## config.mk

```make
export PLATFORM = sky130hd
export DESIGN_NAME = alu_result_buffer
export DESIGN_NICKNAME = d
export VERILOG_FILES = /design/src/rtl/alu_pkg.sv /design/src/rtl/alu_sync_fifo.sv /design/src/rtl/alu_result_buffer.sv
export SDC_FILE = /design/constraint.sdc
export NUM_CORES = 1
export LEC_CHECK = 0
export CORE_MARGIN = 10
export CORE_UTILIZATION = 56
export CTS_CLUSTER_SIZE = 20
export DETAILED_ROUTE_END_ITERATION = 10
export GPL_TIMING_DRIVEN = 0
export HOLD_SLACK_MARGIN = 0.03
export PLACE_DENSITY = 0.8
export SYNTH_ARGS = -nofsm -noshare
export SYNTH_HDL_FRONTEND = slang
export SYNTH_HIERARCHICAL = 1
export SYNTH_SLANG_ARGS = --single-unit
```

## constraint.sdc

```tcl
create_clock -name clk -period 6 [get_ports clk]
set_input_delay 1.2 -clock clk [delete_from_list [all_inputs] [get_ports clk]]
set_output_delay 1.2 -clock clk [all_outputs]
set_load 0.02 [all_outputs]
```

## src/rtl/alu_pkg.sv

```systemverilog
// Shared ALU definitions: default data width, fixed pipeline latency,
// flag bit positions and opcodes used by both the ALU and its result collector.
package alu_pkg;

  localparam int ALU_WIDTH = 8;
  localparam int ALU_LAT   = 2;

  localparam int CARRY = 3;
  localparam int ZERO  = 2;
  localparam int OVF   = 1;
  localparam int SIGN  = 0;

  typedef enum logic [2:0] {
    OP_ADD = 3'd0,
    OP_SUB = 3'd1,
    OP_AND = 3'd2,
    OP_OR  = 3'd3,
    OP_XOR = 3'd4,
    OP_SHL = 3'd5,
    OP_SHR = 3'd6,
    OP_PASS = 3'd7
  } alu_op_e;

endpackage

```

## src/rtl/alu_sync_fifo.sv

```systemverilog
// Synchronous FIFO with explicit occupancy count; the count, not the
// pointers, tells full from empty so pointers simply wrap modulo DEPTH.
module alu_sync_fifo #(
  parameter int DW    = 16,
  parameter int DEPTH = 4
) (
  input  logic                   clk,
  input  logic                   rst,
  input  logic                   flush_i,
  input  logic                   push_i,
  input  logic                   pop_i,
  input  logic [DW-1:0]          wdata_i,
  output logic [DW-1:0]          rdata_o,
  output logic [$clog2(DEPTH):0] count_o,
  output logic                   full_o,
  output logic                   empty_o
);

  localparam int PTR_W = $clog2(DEPTH);
  localparam int CNT_W = PTR_W + 1;

  logic [DW-1:0]    mem_q [DEPTH];
  logic [PTR_W-1:0] wr_q, wr_d, rd_q, rd_d;
  logic [CNT_W-1:0] cnt_q, cnt_d;
  logic             do_push_s, do_pop_s;

  assign empty_o = (cnt_q == {CNT_W{1'b0}});
  assign full_o  = (cnt_q == CNT_W'(DEPTH));
  assign count_o = cnt_q;
  assign rdata_o = mem_q[rd_q];

  // A push into a full FIFO is only taken when the head leaves on the same edge.
  assign do_pop_s  = pop_i && !empty_o && !flush_i;
  assign do_push_s = push_i && (!full_o || do_pop_s) && !flush_i;

  always_comb begin
    wr_d  = wr_q;
    rd_d  = rd_q;
    cnt_d = cnt_q;
    if (flush_i) begin
      wr_d  = {PTR_W{1'b0}};
      rd_d  = {PTR_W{1'b0}};
      cnt_d = {CNT_W{1'b0}};
    end else begin
      if (do_push_s) wr_d = wr_q + PTR_W'(1);
      if (do_pop_s)  rd_d = rd_q + PTR_W'(1);
      if (do_push_s && !do_pop_s) begin
        cnt_d = cnt_q + CNT_W'(1);
      end else if (!do_push_s && do_pop_s) begin
        cnt_d = cnt_q - CNT_W'(1);
      end else begin
        cnt_d = cnt_q;
      end
    end
  end

  always_ff @(posedge clk or posedge rst) begin
    if (rst) begin
      wr_q  <= {PTR_W{1'b0}};
      rd_q  <= {PTR_W{1'b0}};
      cnt_q <= {CNT_W{1'b0}};
    end else begin
      wr_q  <= wr_d;
      rd_q  <= rd_d;
      cnt_q <= cnt_d;
    end
  end

  // Storage is cleared on reset so the head reads as zero while empty.
  always_ff @(posedge clk or posedge rst) begin
    if (rst) begin
      for (int i = 0; i < DEPTH; i++) mem_q[i] <= {DW{1'b0}};
    end else if (do_push_s) begin
      mem_q[wr_q] <= wdata_i;
    end
  end

endmodule

```

## src/rtl/alu_result_buffer.sv

```systemverilog
// Collects ALU results behind a valid/tag delay line matched to the ALU
// latency, queues them for a valid/ready consumer and issues credits upstream.
module alu_result_buffer
  import alu_pkg::*;
#(
  parameter int WIDTH = ALU_WIDTH,
  parameter int DEPTH = 4,
  parameter int TAG_W = 4,
  parameter int LAT   = ALU_LAT
) (
  input  logic                   clk,
  input  logic                   rst,
  input  logic                   flush,
  input  logic                   issue_valid,
  input  logic [TAG_W-1:0]       issue_tag,
  output logic                   issue_ready,
  input  logic [WIDTH-1:0]       alu_result,
  input  logic [3:0]             alu_flags,
  output logic                   out_valid,
  input  logic                   out_ready,
  output logic [WIDTH-1:0]       out_result,
  output logic [3:0]             out_flags,
  output logic [TAG_W-1:0]       out_tag,
  output logic [$clog2(DEPTH):0] out_count,
  output logic                   drop_err
);

  localparam int CNT_W = $clog2(DEPTH) + 1;
  localparam int DW    = WIDTH + 4 + TAG_W;
  localparam int SUM_W = CNT_W + $clog2(LAT + 1) + 1;

  logic [LAT-1:0]            vld_q, vld_d;
  logic [LAT-1:0][TAG_W-1:0] tag_q, tag_d;
  logic                      drop_err_q, drop_err_d;
  logic                      issue_fire_s, push_s, pop_s, full_s, empty_s, overflow_s;
  logic [SUM_W-1:0]          inflight_s;
  logic [DW-1:0]             wdata_s, rdata_s;
  logic [3:0]                flags_s;

  // Credit counts queued entries plus everything still travelling through the ALU.
  always_comb begin
    inflight_s = {SUM_W{1'b0}};
    for (int i = 0; i < LAT; i++) inflight_s = inflight_s + SUM_W'(vld_q[i]);
  end

  assign issue_ready  = (SUM_W'(out_count) + inflight_s) < SUM_W'(DEPTH);
  assign issue_fire_s = issue_valid && issue_ready;
  assign push_s       = vld_q[LAT-1];
  assign pop_s        = out_valid && out_ready;
  assign overflow_s   = push_s && full_s && !pop_s && !flush;

  assign flags_s = {alu_flags[CARRY], alu_flags[ZERO], alu_flags[OVF], alu_flags[SIGN]};
  assign wdata_s = {alu_result, flags_s, tag_q[LAT-1]};

  always_comb begin
    vld_d = vld_q;
    tag_d = tag_q;
    if (flush) begin
      vld_d = {LAT{1'b0}};
    end else begin
      vld_d[0] = issue_fire_s;
      tag_d[0] = issue_tag;
      for (int i = 1; i < LAT; i++) begin
        vld_d[i] = vld_q[i-1];
        tag_d[i] = tag_q[i-1];
      end
    end
  end

  always_comb begin
    drop_err_d = drop_err_q;
    if ((issue_valid && !issue_ready) || overflow_s) begin
      drop_err_d = 1'b1;
    end else begin
      drop_err_d = drop_err_q;
    end
  end

  always_ff @(posedge clk or posedge rst) begin
    if (rst) begin
      vld_q      <= {LAT{1'b0}};
      tag_q      <= '{default: {TAG_W{1'b0}}};
      drop_err_q <= 1'b0;
    end else begin
      vld_q      <= vld_d;
      tag_q      <= tag_d;
      drop_err_q <= drop_err_d;
    end
  end

  alu_sync_fifo #(
    .DW    (DW),
    .DEPTH (DEPTH)
  ) u_fifo (
    .clk     (clk),
    .rst     (rst),
    .flush_i (flush),
    .push_i  (push_s),
    .pop_i   (pop_s),
    .wdata_i (wdata_s),
    .rdata_o (rdata_s),
    .count_o (out_count),
    .full_o  (full_s),
    .empty_o (empty_s)
  );

  assign out_valid  = !empty_s;
  assign out_result = rdata_s[DW-1 -: WIDTH];
  assign out_flags  = rdata_s[TAG_W +: 4];
  assign out_tag    = rdata_s[TAG_W-1:0];
  assign drop_err   = drop_err_q;

endmodule

```

# == Word-level counts from Yosys, hierarchy flattened ==
# Index checks and enable logic that the tools add are counted.
# classes
addsub,6
n_mul,0
div,0
order_cmp,4
n_eq_ne,1
n_shift,0
mux,14
n_bitwise,2
n_reduce_logical,26
# op_table
op,count
$bwmux W64,1
$mux W16,3
$bmux W16 S2,1
$demux W16 S2,1
$logic_and A1 B1 Y1,13
$mux W2,5
$mux W3,3
$logic_not A1 Y1,7
$ge A3 B3 Y1 const B,2
$not A2 Y3,2
$add A2 B1 Y2 const B,2
$add A3 B2 Y4,1
$lt A4 B3 Y1 const B,1
$reduce_bool A2 Y1,2
$add A3 B1 Y3 const B,1
$eq A3 B3 Y1 const B,1
$logic_not A3 Y1,1
$lt A3 B1 Y1 const B,1
$reduce_bool A3 Y1,1
$sub A3 B1 Y3 const B,1
$add A1 B1 Y2,1
$logic_or A1 B1 Y1,2
# word_totals
ff_bits,82
latchBits,0
ramBits,0
rom_bits,0
inputBits,21
output_inout_bits,22
elab_cells,64
mem_count,0

# == Longest topological paths before layout ==
# logic_depth
depth_word,13
depth_mapped,10
depth_no_buf,8

# == Modules after synthesis ==
# Netlist, hierarchy kept.
# modules_own_cells
mod,n_inst,cells_each,area_each_um2,seq_area_each_um2
alu_sync_fifo,1,216,3352.0,1776.7
alu_result_buffer,1,32,457.9,275.3

# == Least setup slack after synthesis ==
# Ideal clock, no wire load.
# synth_timing
path_kind,in2reg
from,input out_ready
to,"register u_fifo.cnt_q[2], in the netlist u_fifo/count_o[2]"
setup_ns,0.082
arrival_time_ns,2.624
required_ns,5.918
setup_slack_ns,3.294
stages,8
path_buffers,1
path_cell_list,nor2b_1 > buf_2 > o21a_1 > nor3_1 > fa_1 > nand2b_1 > or3b_2 > a31oi_1
# synth_between
elab_chain_len,9
word_cells_on_any_way,13
classes_between,mux: 2; reduce/logical: 11
# synth_rtl
item,line_no,text
"start, declared",alu_result_buffer.sv:20,"input logic out_ready,"
$logic_and A1 B1 Y1 *,alu_result_buffer.sv:49,assign pop_s = out_valid && out_ready;
$logic_and A1 B1 Y1 * (2 in series),alu_sync_fifo.sv:33,assign do_pop_s = pop_i && !empty_o && !flush_i;
$logic_or A1 B1 Y1,alu_sync_fifo.sv:34,assign do_push_s = push_i && (!full_o || do_pop_s) && !flush_i;
$logic_and A1 B1 Y1 (2 in series),alu_sync_fifo.sv:34,
$logic_and A1 B1 Y1 / $logic_not A1 Y1 (equally long branches),"alu_sync_fifo.sv:47, alu_sync_fifo.sv:49",
$mux W3 / $logic_and A1 B1 Y1 (equally long branches),"alu_sync_fifo.sv:47, alu_sync_fifo.sv:49",
$mux W3 / $reduce_bool A3 Y1 (equally long branches),--,
"end signal, assigned",alu_sync_fifo.sv:61,cnt_q <= {CNT_W{1'b0}};
"end signal, assigned",alu_sync_fifo.sv:65,cnt_q <= cnt_d;
"end, declared",alu_sync_fifo.sv:24,"logic [CNT_W-1:0] cnt_q, cnt_d;"
# Every way passes the cells marked *; elsewhere a longest branch is shown, timed or not.
# A chain may end at the register's enable or synchronous reset.

# == Worst setup path after layout ==
# layout_timing
from,register u_fifo.rd_q[1]
to,output out_tag[2]
# layout_between
elab_chain_len,4
# layout_rtl
item,line_no,text
"start, declared",alu_sync_fifo.sv:23,"logic [PTR_W-1:0] wr_q, wr_d, rd_q, rd_d;"
"start signal, assigned",alu_sync_fifo.sv:60,rd_q <= {PTR_W{1'b0}};
"start signal, assigned",alu_sync_fifo.sv:64,rd_q <= rd_d;
$not A2 Y3 (implied by the code),alu_sync_fifo.sv:30,assign rdata_o = mem_q[rd_q];
$bmux W16 S2,alu_sync_fifo.sv:30,
$mux W16 (implied by the code) (2 in series),alu_sync_fifo.sv:30,
"end, declared",alu_result_buffer.sv:23,"output logic [TAG_W-1:0] out_tag,"
# Every way passes these cells. The select of a mux whose other input is x is not followed.

==> impl_metrics.yaml <==
status:
  status: "complete, no violations"
drt:
  wl_per_cell_um: 18.1
  drc: 0
  vias: 2177
  first_pass_iters: 4
  wirelength_um: 6990
  detail-route-antenna-nets: 0
  drt-initial-drc-count: 61
  vias_per_cell: 5.64
clock_network:
  cts_resized: 0
  cts_tree: "done"
  clock-root-buffer: "clkbuf_8"
  clkLatencyLatePin_ns: 0.35
  clock_path_buffers: 2
  htreeDepth: 3
  clk_pin_slew_ns: 0.07
  cts_buffers: 9
  clock_sinks: 82
  post_cts_buffers: 0
  ctsHoldBuffers: 0
synthesis:
  synthArstFlopShare: 1.00
  synth_area_leaders: "dfrtp_1, mux2_2, mux4_2"
  synthFlopType: "dfrtp_1"
  ys_seq_area_frac: 0.539
  syn_area_um2: 3810
  syn_area_per_cell_um2: 15.4
  synth-edff-count: 0
  yosysWarnings: 6
  synth_area_leader_cell: "dfrtp_1"
  synth_cells: 248
  yosysTopAreaCellShare: 0.539
  ys_types: 33
  synth_fp_nets: 275
  ys_ff_latch: 82
final_layout:
  final_cells: 386
  layout_common_cells: "dfrtp_1, mux2_2, clkdlybuf4s50_1"
  area_growth_pct: 18.9
  layout.nets: 328
  drive_gt1_frac: 0.402
  antenna_cells: 0
  layout_commonest_cell: "dfrtp_1"
  multi_input_area_um2: 1630
  fillers: 475
  register_area_um2: 2050
  fin_util: 0.674
place:
  place.gp.congestion: 0.759
  place_hpwl_um: 4860
  place.port_buffers: 42
  pre_cts_ws_ns: 2.48
  dp_cells: 370
sta:
  setup_slack_ns: 2.14
  setup_violations: 0
  worst-slew-pin-transition_ns: 0.864
  tns_ns: 0
  drv_slew: 0
  slew_headroom: 0.424
  hold_viol: 0
  max_freq_ghz: 0.259
  rsz0062_at_grt: "no"
  skew_ns: 0.0109
  hold_ws_ns: 0.492
  fin_crit_sh: 0.643
  final.min_clock_period_ns: 3.86
floorplan:
  start_util: 0.567
  die_w_um: 102
  core_area_um2: 6720
  std_cell_rows: 30
  ios: 43
  die_height_um: 102
  die_area_um2: 10500
worst_setup_path:
  critPathMaxFanout: 10
  required_ns: 4.80
  cp.depth: 4
  reg2regPathDepth: 10
  path_cells: "clkbuf_1 -> clkbuf_1 -> mux4_2 -> clkdlybuf4s50_1"
  crit_type: "reg2out"
  critPathCaptureType: "primary output"
  r2r_setup_slack_ns: 3.47
  slowest_delay_ns: 0.56
  critPathLaunch: "u_fifo/rd_q[1]"
  cp.arrival_ns: 2.66
  cp_top_family: "buffers and inverters"
  crit_buf_inv: 3
  r2r_start: "u_fifo/count_o[0]"
  start_kind: "flop"
  worstSetupEndpoint: "out_tag[2]"
  crit_top_cell: "clkbuf_1"
  critical_path.slowest_cell: "clkdlybuf4s50_1"
  r2r_end: "u_fifo/count_o[2]"
min_path:
  min_path_type: "reg2reg"
  holdPathStages: 2
  min_from: "drop_err"
run:
  maxCapViolCount: 0
power_and_ir_drop:
  peakVddDrop_mv: 0.186
  leakage_uw: 0.00205
  powerDensity_nw_per_um2: 294
grt:
  grt_use_total: 0.144
  grt_pass1_vias: 2283
  antenna_found_initial: 0
  overflow: 0
  grt_pass1_wl_um: 11600
  grt_max_degree: 72
## flip-flops by register name (all words and copies together), names as in the netlist
name,flops
drop_err,1
tag_q,8
u_fifo/count_o,3
u_fifo/mem_q,64
u_fifo/rd_q,2
u_fifo/wr_q,2
vld_q,2
## synth_stat cells (3+ instances only)
cell type / n
mux4_2: 16
buf_2: 6
buf_6: 4
nand2b_1: 5
ha_1: 5
nor2b_1: 4
mux2_2: 71
nor3b_2: 5
mux2_1: 4
dfrtp_1: 82
inv_1: 9
clkbuf_1: 3
nor2_1: 10
## area by class of cell
class                           instances  share of cell area
Sequential cell                        82               0.453
Multi-Input combinational cell        142               0.359
Timing Repair Buffer                   42              0.0928
Clock buffer                           11              0.0312
Tap cell                               80              0.0221
Buffer                                 15              0.0218
Clock inverter                          5              0.0119
Inverter                                9             0.00801
## metrics by stage
step                      area (um2)  total power, uW
after floorplan                 3810              830
after global placement          4330              942
after detailed placement        4330              953
after CTS                       4530             1350
after global routing            4530             1400
final                           4530             1330
## metal layers
metal / routed length [um] / GRT usage / part of all wire
met1: 3390 / 0.193 / 0.48
met3: 367 / 0.0372 / 0.053
met2: 3120 / 0.212 / 0.45
met5: 0 / 0 / 0
met4: 117 / 0.0683 / 0.017
## tightest hold or removal path: cells and delay by family, from the launching register on
family | cells | cell delay [ns]
DFF | 1 | 0.35
buffers and inverters | 1 | 0.04
AOI/OAI and AO/OA | 1 | 0.06
## where the power goes
part           total, uW  switching, uW  internal (uW)
Clock                395            192            202
Combinational        285            120            164
Sequential           653           35.5            617
Total               1330            348            984
## cell families (layout without fill, tap and decap cells)
family | after synthesis | after routing | share of synthesized area
AOI/OAI and AO/OA | 9 | 9 | 0.0184
DFF | 82 | 82 | 0.539
xor gates and xnor gates | 3 | 3 | 0.00690
adders and majority gates | 6 | 6 | 0.0217
muxes | 93 | 93 | 0.322
buffers and inverters | 24 | 82 | 0.0348
and+or+nand+nor | 31 | 31 | 0.0581
## how the worst min path moves through the flow
stage / to
global route: drop_err
global placement: drop_err
CTS: drop_err
detailed placement: drop_err
floorplan: u_fifo/mem_q[25]
finish: drop_err
No activity file was read; power rests on OpenSTA's default activity.
